### config.mk
export PLATFORM = sky130hd
export DESIGN_NAME = crc_engine
export DESIGN_NICKNAME = d
export VERILOG_FILES = /design/src/rtl/crc_pkg.sv /design/src/rtl/crc_word_step.sv /design/src/rtl/crc_engine.sv
export SDC_FILE = /design/constraint.sdc
export NUM_CORES = 1
export LEC_CHECK = 0
export BUFFER_PORTS_ARGS = -buffer_cell sky130_fd_sc_hd__buf_2
export CAP_MARGIN = 20
export CORE_MARGIN = 3
export CORE_UTILIZATION = 50
export CTS_CLUSTER_DIAMETER = 150
export DETAILED_ROUTE_END_ITERATION = 12
export PLACE_DENSITY = 0.76
export SETUP_SLACK_MARGIN = 0.5
export SYNTH_ARGS = -nofsm -noshare
export SYNTH_HDL_FRONTEND = slang
export SYNTH_SLANG_ARGS = --single-unit
### constraint.sdc
create_clock -name clk -period 1.9 [get_ports clk]
set_input_delay 0.38 -clock clk [delete_from_list [all_inputs] [get_ports clk]]
set_output_delay 0.38 -clock clk [all_outputs]
set_load 0.02 [all_outputs]
### src/rtl/crc_pkg.sv
// Shared types and bit-level helpers for the parametrised CRC engine.
// Widths up to 32 bits are carried in 32-bit containers; the active width
// is passed explicitly so one function serves every CRC_W.
package crc_pkg;

    typedef enum logic [1:0] {
        IDLE = 2'd0,
        BUSY = 2'd1,
        DONE = 2'd2
    } crc_state_t;

    // Bit-reverse one byte (LSB-first input convention).
    function automatic logic [7:0] reflect8(input logic [7:0] b);
        logic [7:0] r;
        for (int i = 0; i < 8; i++) begin
            r[i] = b[7-i];
        end
        return r;
    endfunction

    // Bit-reverse the low n bits of v; bits at and above n come back zero.
    function automatic logic [31:0] reflect_n(input logic [31:0] v, input int n);
        logic [31:0] r;
        r = '0;
        for (int i = 0; i < 32; i++) begin
            if (i < n) begin
                r[i] = v[n-1-i];
            end
        end
        return r;
    endfunction

    // Fold one byte MSB-first into a w-bit register with normal-form poly.
    function automatic logic [31:0] crc_byte_step(input logic [31:0] crc,
                                                  input logic [7:0]  b,
                                                  input logic [31:0] poly,
                                                  input int          w);
        logic [31:0] r;
        logic [31:0] mask;
        logic        fb;
        mask = (w >= 32) ? 32'hFFFF_FFFF : ((32'd1 << w) - 32'd1);
        r    = crc & mask;
        for (int i = 7; i >= 0; i--) begin
            fb = r[w-1] ^ b[i];
            r  = (r << 1) & mask;
            if (fb) begin
                r = r ^ poly;
            end
        end
        return r;
    endfunction

endpackage

### src/rtl/crc_word_step.sv
// Combinational fold of the first nbytes bytes of a beat into the CRC
// register. Bytes are taken from the most significant end of the beat.
module crc_word_step
    import crc_pkg::*;
#(
    parameter int               CRC_W  = 16,
    parameter logic [CRC_W-1:0] POLY   = 16'h1021,
    parameter bit               REFIN  = 1'b0,
    parameter int               DATA_W = 8,
    localparam int              NB     = DATA_W / 8,
    localparam int              KEEP_W = $clog2(NB + 1)
) (
    input  logic [CRC_W-1:0]  crc_in,
    input  logic [DATA_W-1:0] data,
    input  logic [KEEP_W-1:0] nbytes,
    output logic [CRC_W-1:0]  crc_next
);

    logic [CRC_W-1:0] acc;
    logic [7:0]       byte_v;

    // Unrolled byte chain; bytes past nbytes leave the register untouched.
    always_comb begin
        // NOTE: every variable gets a value before any conditional update, so no latch is inferred.
        acc    = crc_in;
        byte_v = '0;
        for (int i = 0; i < NB; i++) begin
            byte_v = data[DATA_W-1-8*i -: 8];
            if (REFIN) begin
                byte_v = reflect8(byte_v);
            end
            if (i < int'(nbytes)) begin
                acc = CRC_W'(crc_byte_step(32'(acc), byte_v, 32'(POLY), CRC_W));
            end
        end
        crc_next = acc;
    end

endmodule

### src/rtl/crc_engine.sv
// Streaming CRC generator/checker with sof/eof framing, partial last beat,
// and a valid/ready result handshake. Results are fully registered.
module crc_engine
    import crc_pkg::*;
#(
    parameter int               CRC_W   = 16,
    parameter logic [CRC_W-1:0] POLY    = 16'h1021,
    parameter logic [CRC_W-1:0] INIT    = 16'hFFFF,
    parameter bit               REFIN   = 1'b0,
    parameter bit               REFOUT  = 1'b0,
    parameter logic [CRC_W-1:0] XOROUT  = 16'h0000,
    parameter logic [CRC_W-1:0] RESIDUE = 16'h0000,
    parameter int               DATA_W  = 8,
    localparam int              NB      = DATA_W / 8,
    localparam int              KEEP_W  = $clog2(NB + 1)
) (
    input  logic              clk,
    input  logic              reset_n,
    input  logic              sync_reset,
    input  logic              in_valid,
    output logic              in_ready,
    input  logic              in_sof,
    input  logic              in_eof,
    input  logic [KEEP_W-1:0] in_keep,
    input  logic [DATA_W-1:0] data_in,
    output logic [CRC_W-1:0]  crc_out,
    output logic              crc_ok,
    output logic              out_valid,
    input  logic              out_ready
);

    crc_state_t        state;
    logic [CRC_W-1:0]  crc_q;
    logic [CRC_W-1:0]  step_base;
    logic [CRC_W-1:0]  step_next;
    logic [CRC_W-1:0]  final_val;
    logic [KEEP_W-1:0] step_bytes;
    logic              accept;
    logic              take_beat;

    assign in_ready  = (state != DONE);
    assign out_valid = (state == DONE);

    // Beat qualification, byte count and the post-processed output value.
    always_comb begin
        accept     = in_valid && in_ready;
        // A sof beat always restarts from INIT, which also covers mid-frame abort.
        take_beat  = accept && (in_sof || state == BUSY);
        step_base  = in_sof ? INIT : crc_q;
        step_bytes = KEEP_W'(NB);
        if (in_eof && in_keep != '0) begin
            step_bytes = in_keep;
        end
        final_val = REFOUT ? CRC_W'(reflect_n(32'(step_next), CRC_W)) : step_next;
        final_val = final_val ^ XOROUT;
    end

    crc_word_step #(
        .CRC_W  (CRC_W),
        .POLY   (POLY),
        .REFIN  (REFIN),
        .DATA_W (DATA_W)
    ) u_word_step (
        .crc_in   (step_base),
        .data     (data_in),
        .nbytes   (step_bytes),
        .crc_next (step_next)
    );

    // FSM, running CRC register and held result registers.
    always_ff @(posedge clk or negedge reset_n) begin
        // NOTE: sequential state uses non-blocking assignments so all registers update together.
        if (!reset_n) begin
            state   <= IDLE;
            crc_q   <= INIT;
            crc_out <= '0;
            crc_ok  <= 1'b0;
        end else if (sync_reset) begin
            state   <= IDLE;
            crc_q   <= INIT;
            crc_out <= '0;
            crc_ok  <= 1'b0;
        end else begin
            case (state)
                IDLE, BUSY: begin
                    if (take_beat) begin
                        crc_q <= step_next;
                        if (in_eof) begin
                            state   <= DONE;
                            crc_out <= final_val;
                            crc_ok  <= (step_next == RESIDUE);
                        end else begin
                            state <= BUSY;
                        end
                    end
                end
                DONE: begin
                    if (out_ready) begin
                        state <= IDLE;
                    end
                end
                default: state <= IDLE;
            endcase
        end
    end

endmodule

* Yosys cells after proc, flatten, opt, wreduce, memory -nomap -nowiden
Index checks and enable logic that the tools add are counted.
** Storage, ports and cells
- Bits of input ports :: 16
- Register bits :: 35
- Logic and storage cells :: 73
- Output and inout bits :: 19
** Operators by class
- $lt $le $gt $ge :: 1
- Bitwise gates (word level) :: 16
- Mux-type cells :: 34
- Reduce and logical (&&, ||, !) cells :: 13
- Equal/unequal tests :: 5
** Operator list (count)
- two-way mux 16 bit :: 16
- two-way mux 13 bit :: 8
- inverter 3 bit :: 8
- logical NOT 16 bit :: 1
- two-way mux 2 bit :: 4
- bitwise XOR 1 bit :: 8
- nonzero test 2 bit :: 3
- two-way mux 1 bit :: 5
- case mux 2 bit (2 select lines) :: 1
- AND reduction 2 bit :: 2
- logical AND 1 bit :: 3
- != test 3 x 2 -> 1 bit, second input constant :: 1
- != test 3 bit, second input constant :: 1
- AND reduction 3 bit :: 1
- == test 2 x 1 -> 1 bit, second input constant :: 1
- == test 2 bit, second input constant :: 1
- logical NOT 2 bit :: 1
- != test 2 bit, second input constant :: 1
- OR reduction 2 bit :: 1
- logical OR 1 bit :: 1
- less-than comparator 1 bit, first input constant :: 1

* Depth between registers and ports, before layout
- Depth in word-level cells :: 30
- Gate-level depth with buffers :: 8
- Gate-level depth less buffers :: 6

* Cells and area by module
A second synthesis with hierarchy kept.
** Second synthesis, totals
- Cell total of the unflattened synthesis :: 202
- Area, all modules :: 2233.4 µm²
** By module, submodules not included
- crc_engine :: instances 1, cells each 150, area each 1793.0 µm²
- crc_word_step :: instances 1, cells each 52, area each 440.4 µm²

* Least setup slack after synthesis
No wires, ideal clock.
- Path kind :: flip-flop to flip-flop
- From :: register crc_q[15]
- To :: register crc_ok
- Cell stages (with the launch flop) :: 7
- Clock period less this slack :: 1794 ps
- Path buffers :: 0
- Arrival :: 1698 ps
- Required time :: 1805 ps
- Library setup time :: 95 ps
- Path slack :: 106 ps
- Path through :: dfstp_2 > xnor2_2 > mux2i_1 > xnor2_1 > o21ai_0 > or3_1 > o31ai_1
** On the way
- Longest elaborated chain between the ends :: 24
- Elaborated cells on any way between the ends :: 26
** RTL lines
- start, declared :: RTL line crc_engine.sv:33 : logic [CRC_W-1:0] crc_q;
- start signal, assigned :: RTL line crc_engine.sv:87 : crc_q <= step_next;
- two-way mux 16 bit (*) :: RTL line crc_engine.sv:49 : step_base = in_sof ? INIT : crc_q;
- bitwise XOR 1 bit :: RTL line crc_pkg.sv:44 : fb = r[w-1] ^ b[i];
- two-way mux 13 bit :: RTL line crc_pkg.sv:46 : if (fb) begin
- two-way mux 16 bit :: RTL line crc_word_step.sv:32 : if (i < int'(nbytes)) begin
- two-way mux 13 bit :: RTL line crc_pkg.sv:46
- two-way mux 16 bit :: RTL line crc_word_step.sv:32
- two-way mux 13 bit :: RTL line crc_pkg.sv:46
- two-way mux 16 bit :: RTL line crc_word_step.sv:32
- [8 not listed]
- two-way mux 16 bit or inverter 3 bit (tied branches)
- two-way mux 13 bit :: RTL line crc_pkg.sv:46
- two-way mux 16 bit (*) :: RTL line crc_word_step.sv:32
- logical NOT 16 bit (*) :: RTL line crc_engine.sv:91 : crc_ok <= (step_next == RESIDUE);
- two-way mux 1 bit (*) :: RTL line crc_engine.sv:88 : if (in_eof) begin
- two-way mux 1 bit (*) :: RTL line crc_engine.sv:86 : if (take_beat) begin
- two-way mux 1 bit (*) :: RTL line crc_engine.sv:84 : case (state)
- two-way mux 1 bit (*) :: RTL line crc_engine.sv:78 : end else if (sync_reset) begin
- end signal, assigned :: RTL line crc_engine.sv:91
- end, declared :: RTL line crc_engine.sv:27 : output logic crc_ok,
Every way passes the cells marked *; elsewhere a longest branch is shown, timed or not. The select of a mux whose other input is x is not followed.
A chain may end at the register's enable or synchronous reset.

* Final worst setup path
Same ends and word-level chain as after synthesis.

==> impl_metrics.ini <==
[sta]
fin_skew_ns = 0.00317
finalSetupViolCount = 2
hold_violations = 0
post-route-period-util = 1.08
timing.fmax_mhz = 486
maxSlewHeadroom = 0.482
final_max_slew_viol_count = 0
holdWs_ns = 0.162
tightestPinTransition_ns = 0.778
finalCriticalPeriod_ns = 2.06
setup_ws_ns = -0.159
rsz0062_at_grt = true

[logic_synthesis]
yosysUniqueCellTypes = 36
avgSynthCellArea_um2 = 10.3
synthFlopType = dfrtp_1
synth_fp_nets = 200
synth_edf_count = 0
synth_sequential_area_ratio = 0.470
ys_ff_latch = 35
async_flop_share = 1.00
synthCells = 184
yosys_warnings = 0
synthesis.area_um2 = 1900

[drt]
vias = 1839
drtIter0Drc = 222
drt_wl_total_um = 6220
ant_nets = 0
viasPerCell = 6.09
dr.pass1.iters = 5
wl_per_cell_um = 20.6
drc = 0

[worst_setup_path]
crit_fanout = 2
arrival_ns = 2.26
required_ns = 2.10
cp-end-kind = flop
crit_cells = 8
slowest_delay_ns = 0.59
crit_chain = xnor2_4, buf_6, buf_6, xnor2_2, nor2_2, xnor2_2, or3_4, o31ai_4
worst-path-buf-inv = 2
cp_top_family = flip-flops
critPathKind = flop to flop
cpMaxStageDelayCell = dfstp_2
reg2regPathDepth = 8
cp-start-kind = flop

[cts]
htreeDepth = 2
clk_pin_slew_ns = 0.07
cts_num_sinks = 35
root_buffer = clkbuf_8
cts_tree = built
cts_buffers = 5
clock_latency_ns = 0.29
ctsHoldBuffers = 0
clk_path_buf_depth = 2

[place]
place_ws_ns = -0.0739
place.gp.congestion = 0.893
dpl.cell_count = 271
place_area_um2 = 2230
port-buffer-count = 33
hpwlAfterDp_um = 3330

[die]
die_area_um2 = 4590
die_w_um = 67.7
initial_core_util = 0.545
num_rows = 21
die_h_um = 67.7
coreArea_um2 = 3490
ios = 35

[finish]
n_antenna_cell = 0
drive_gt1_frac = 0.598
fillCellCount = 166
fin_cells = 302
utilization = 0.825
post-route-cell-area_um2 = 2880
nets = 271
syn2layout_area_growth_pct = 51.4

[outcome]
violations = negative setup slack
status = finished with violations

[grt]
grt_overflow = 0
antenna_found_initial = 0
grt_pass1_wl_um = 8540
first_global_vias = 1653
grt_max_degree = 36
grt_usage = 0.259

[pwr]
powerDensity_nw_per_um2 = 861
leakage_uw = 0.00130
irDropWorstVdd_v = 0.000721

[job]
cap_violations = 0

[hold_path]
min_path_type = primary input to asynchronous set/reset pin
[report_power, final]
part,internal (uW),leakage [uW],switching [uW]
combinational,473,0.000814,455
clock,391,0.0000581,289
sequential,822,0.000430,53.5
total,1690,0.00130,797
[logic make-up after synthesis]
group | share of synthesized area
simple gates | 0.147
compound gates | 0.170
flops | 0.470
xor+xnor | 0.178
buf+inv | 0.0296
mux | 0.00526
[metrics by stage]
step,TNS [ns],total power (uW)
floorplan,0,1210
global placement,0,1410
detailed placement,-0.0739,1430
CTS,-0.0916,2270
global route,-0.230,2560
finish,-0.160,2480
[Yosys cell counts (all sizes together), types with 2 or more instances]
cell,number,area [um^2]
dfstp,16,420
xnor2,26,250
or2,3,18.8
nor3,2,10.0
and2,7,43.8
or3,2,12.5
nand2,12,45.0
a211o,16,141
buf,2,15.0
nand3,3,15.0
dfrtp,19,475
inv,4,15.0
nor2,26,100
xor2,8,88.8
o21ai,11,55.1
a22o,7,62.6
clkbuf,7,26.3
a21oi,3,15.0
[flip-flops by register name, indices dropped and copies added, names as in the netlist]
register / flops
crc_out: 16
crc_q: 16
state: 2
crc_ok: 1
[final cells by class]
class,count,area (um^2),share of cell area
inverter,4,20.0,0.00694
timing repair buffer,72,543,0.188
clock buffer,5,68.8,0.0239
sequential,35,896,0.311
clock inverter,3,43.8,0.0152
multi-input combinational,137,1250,0.435
tap,46,57.6,0.0200
[cell usage in the layout, fill, tap and decap left out, types with 2 or more instances in the layout]
cell      Yosys  layout
nand2_1      12      11
nor3_1        2       2
a211o_1      15      15
nor2_4        0       5
xnor2_2       3      16
a21oi_1       3       3
a22o_1        6       6
xor2_4        1       2
or2_4         0       2
and2_1        7       7
clkinv_4      0       2
buf_4         2      23
o21ai_2       0       7
buf_6         0      16
xor2_1        7       5
or2_2         1       2
dfstp_2      16      16
nor2_1       25      14
xnor2_1      23       8
nor2_2        1       7
buf_2         0      31
inv_2         1       3
nand3_1       3       2
xnor2_4       0       2
o21ai_1       4       3
clkbuf_8      0       5
dfrtp_1      19      19
[path summary, 6_finish.rpt]
path                                             start                       to  slack (ns)
worst min-delay path                           reset_n   crc_out[2]$_DFFE_PN0P_        0.16
max in group asynchronous                      reset_n  crc_out[14]$_DFFE_PN0P_        1.25
worst min register to register  crc_out[9]$_DFFE_PN0P_   crc_out[9]$_DFFE_PN0P_        0.49
worst max-delay path             crc_q[15]$_DFFE_PN1P_       crc_ok$_DFFE_PN0P_       -0.16
min in group clk                             out_ready     state[1]$_DFFE_PN0P_        0.41
worst max register to register   crc_q[15]$_DFFE_PN1P_       crc_ok$_DFFE_PN0P_       -0.16
[timing repair]
action / CTS / global route
buffers inserted: 14 / 8
resized for setup: 39 / 45
pin swaps: 30 / 16
cloned: 0 / 1
setup endpoints to repair: 33 / 35
[metal layers]
layer	GRT usage	part of all wire
met4	0.116	0.040
met1	0.331	0.36
met5	0	0
met3	0.0433	0.091
met2	0.429	0.51
No activity file was read; power rests on OpenSTA's default activity.
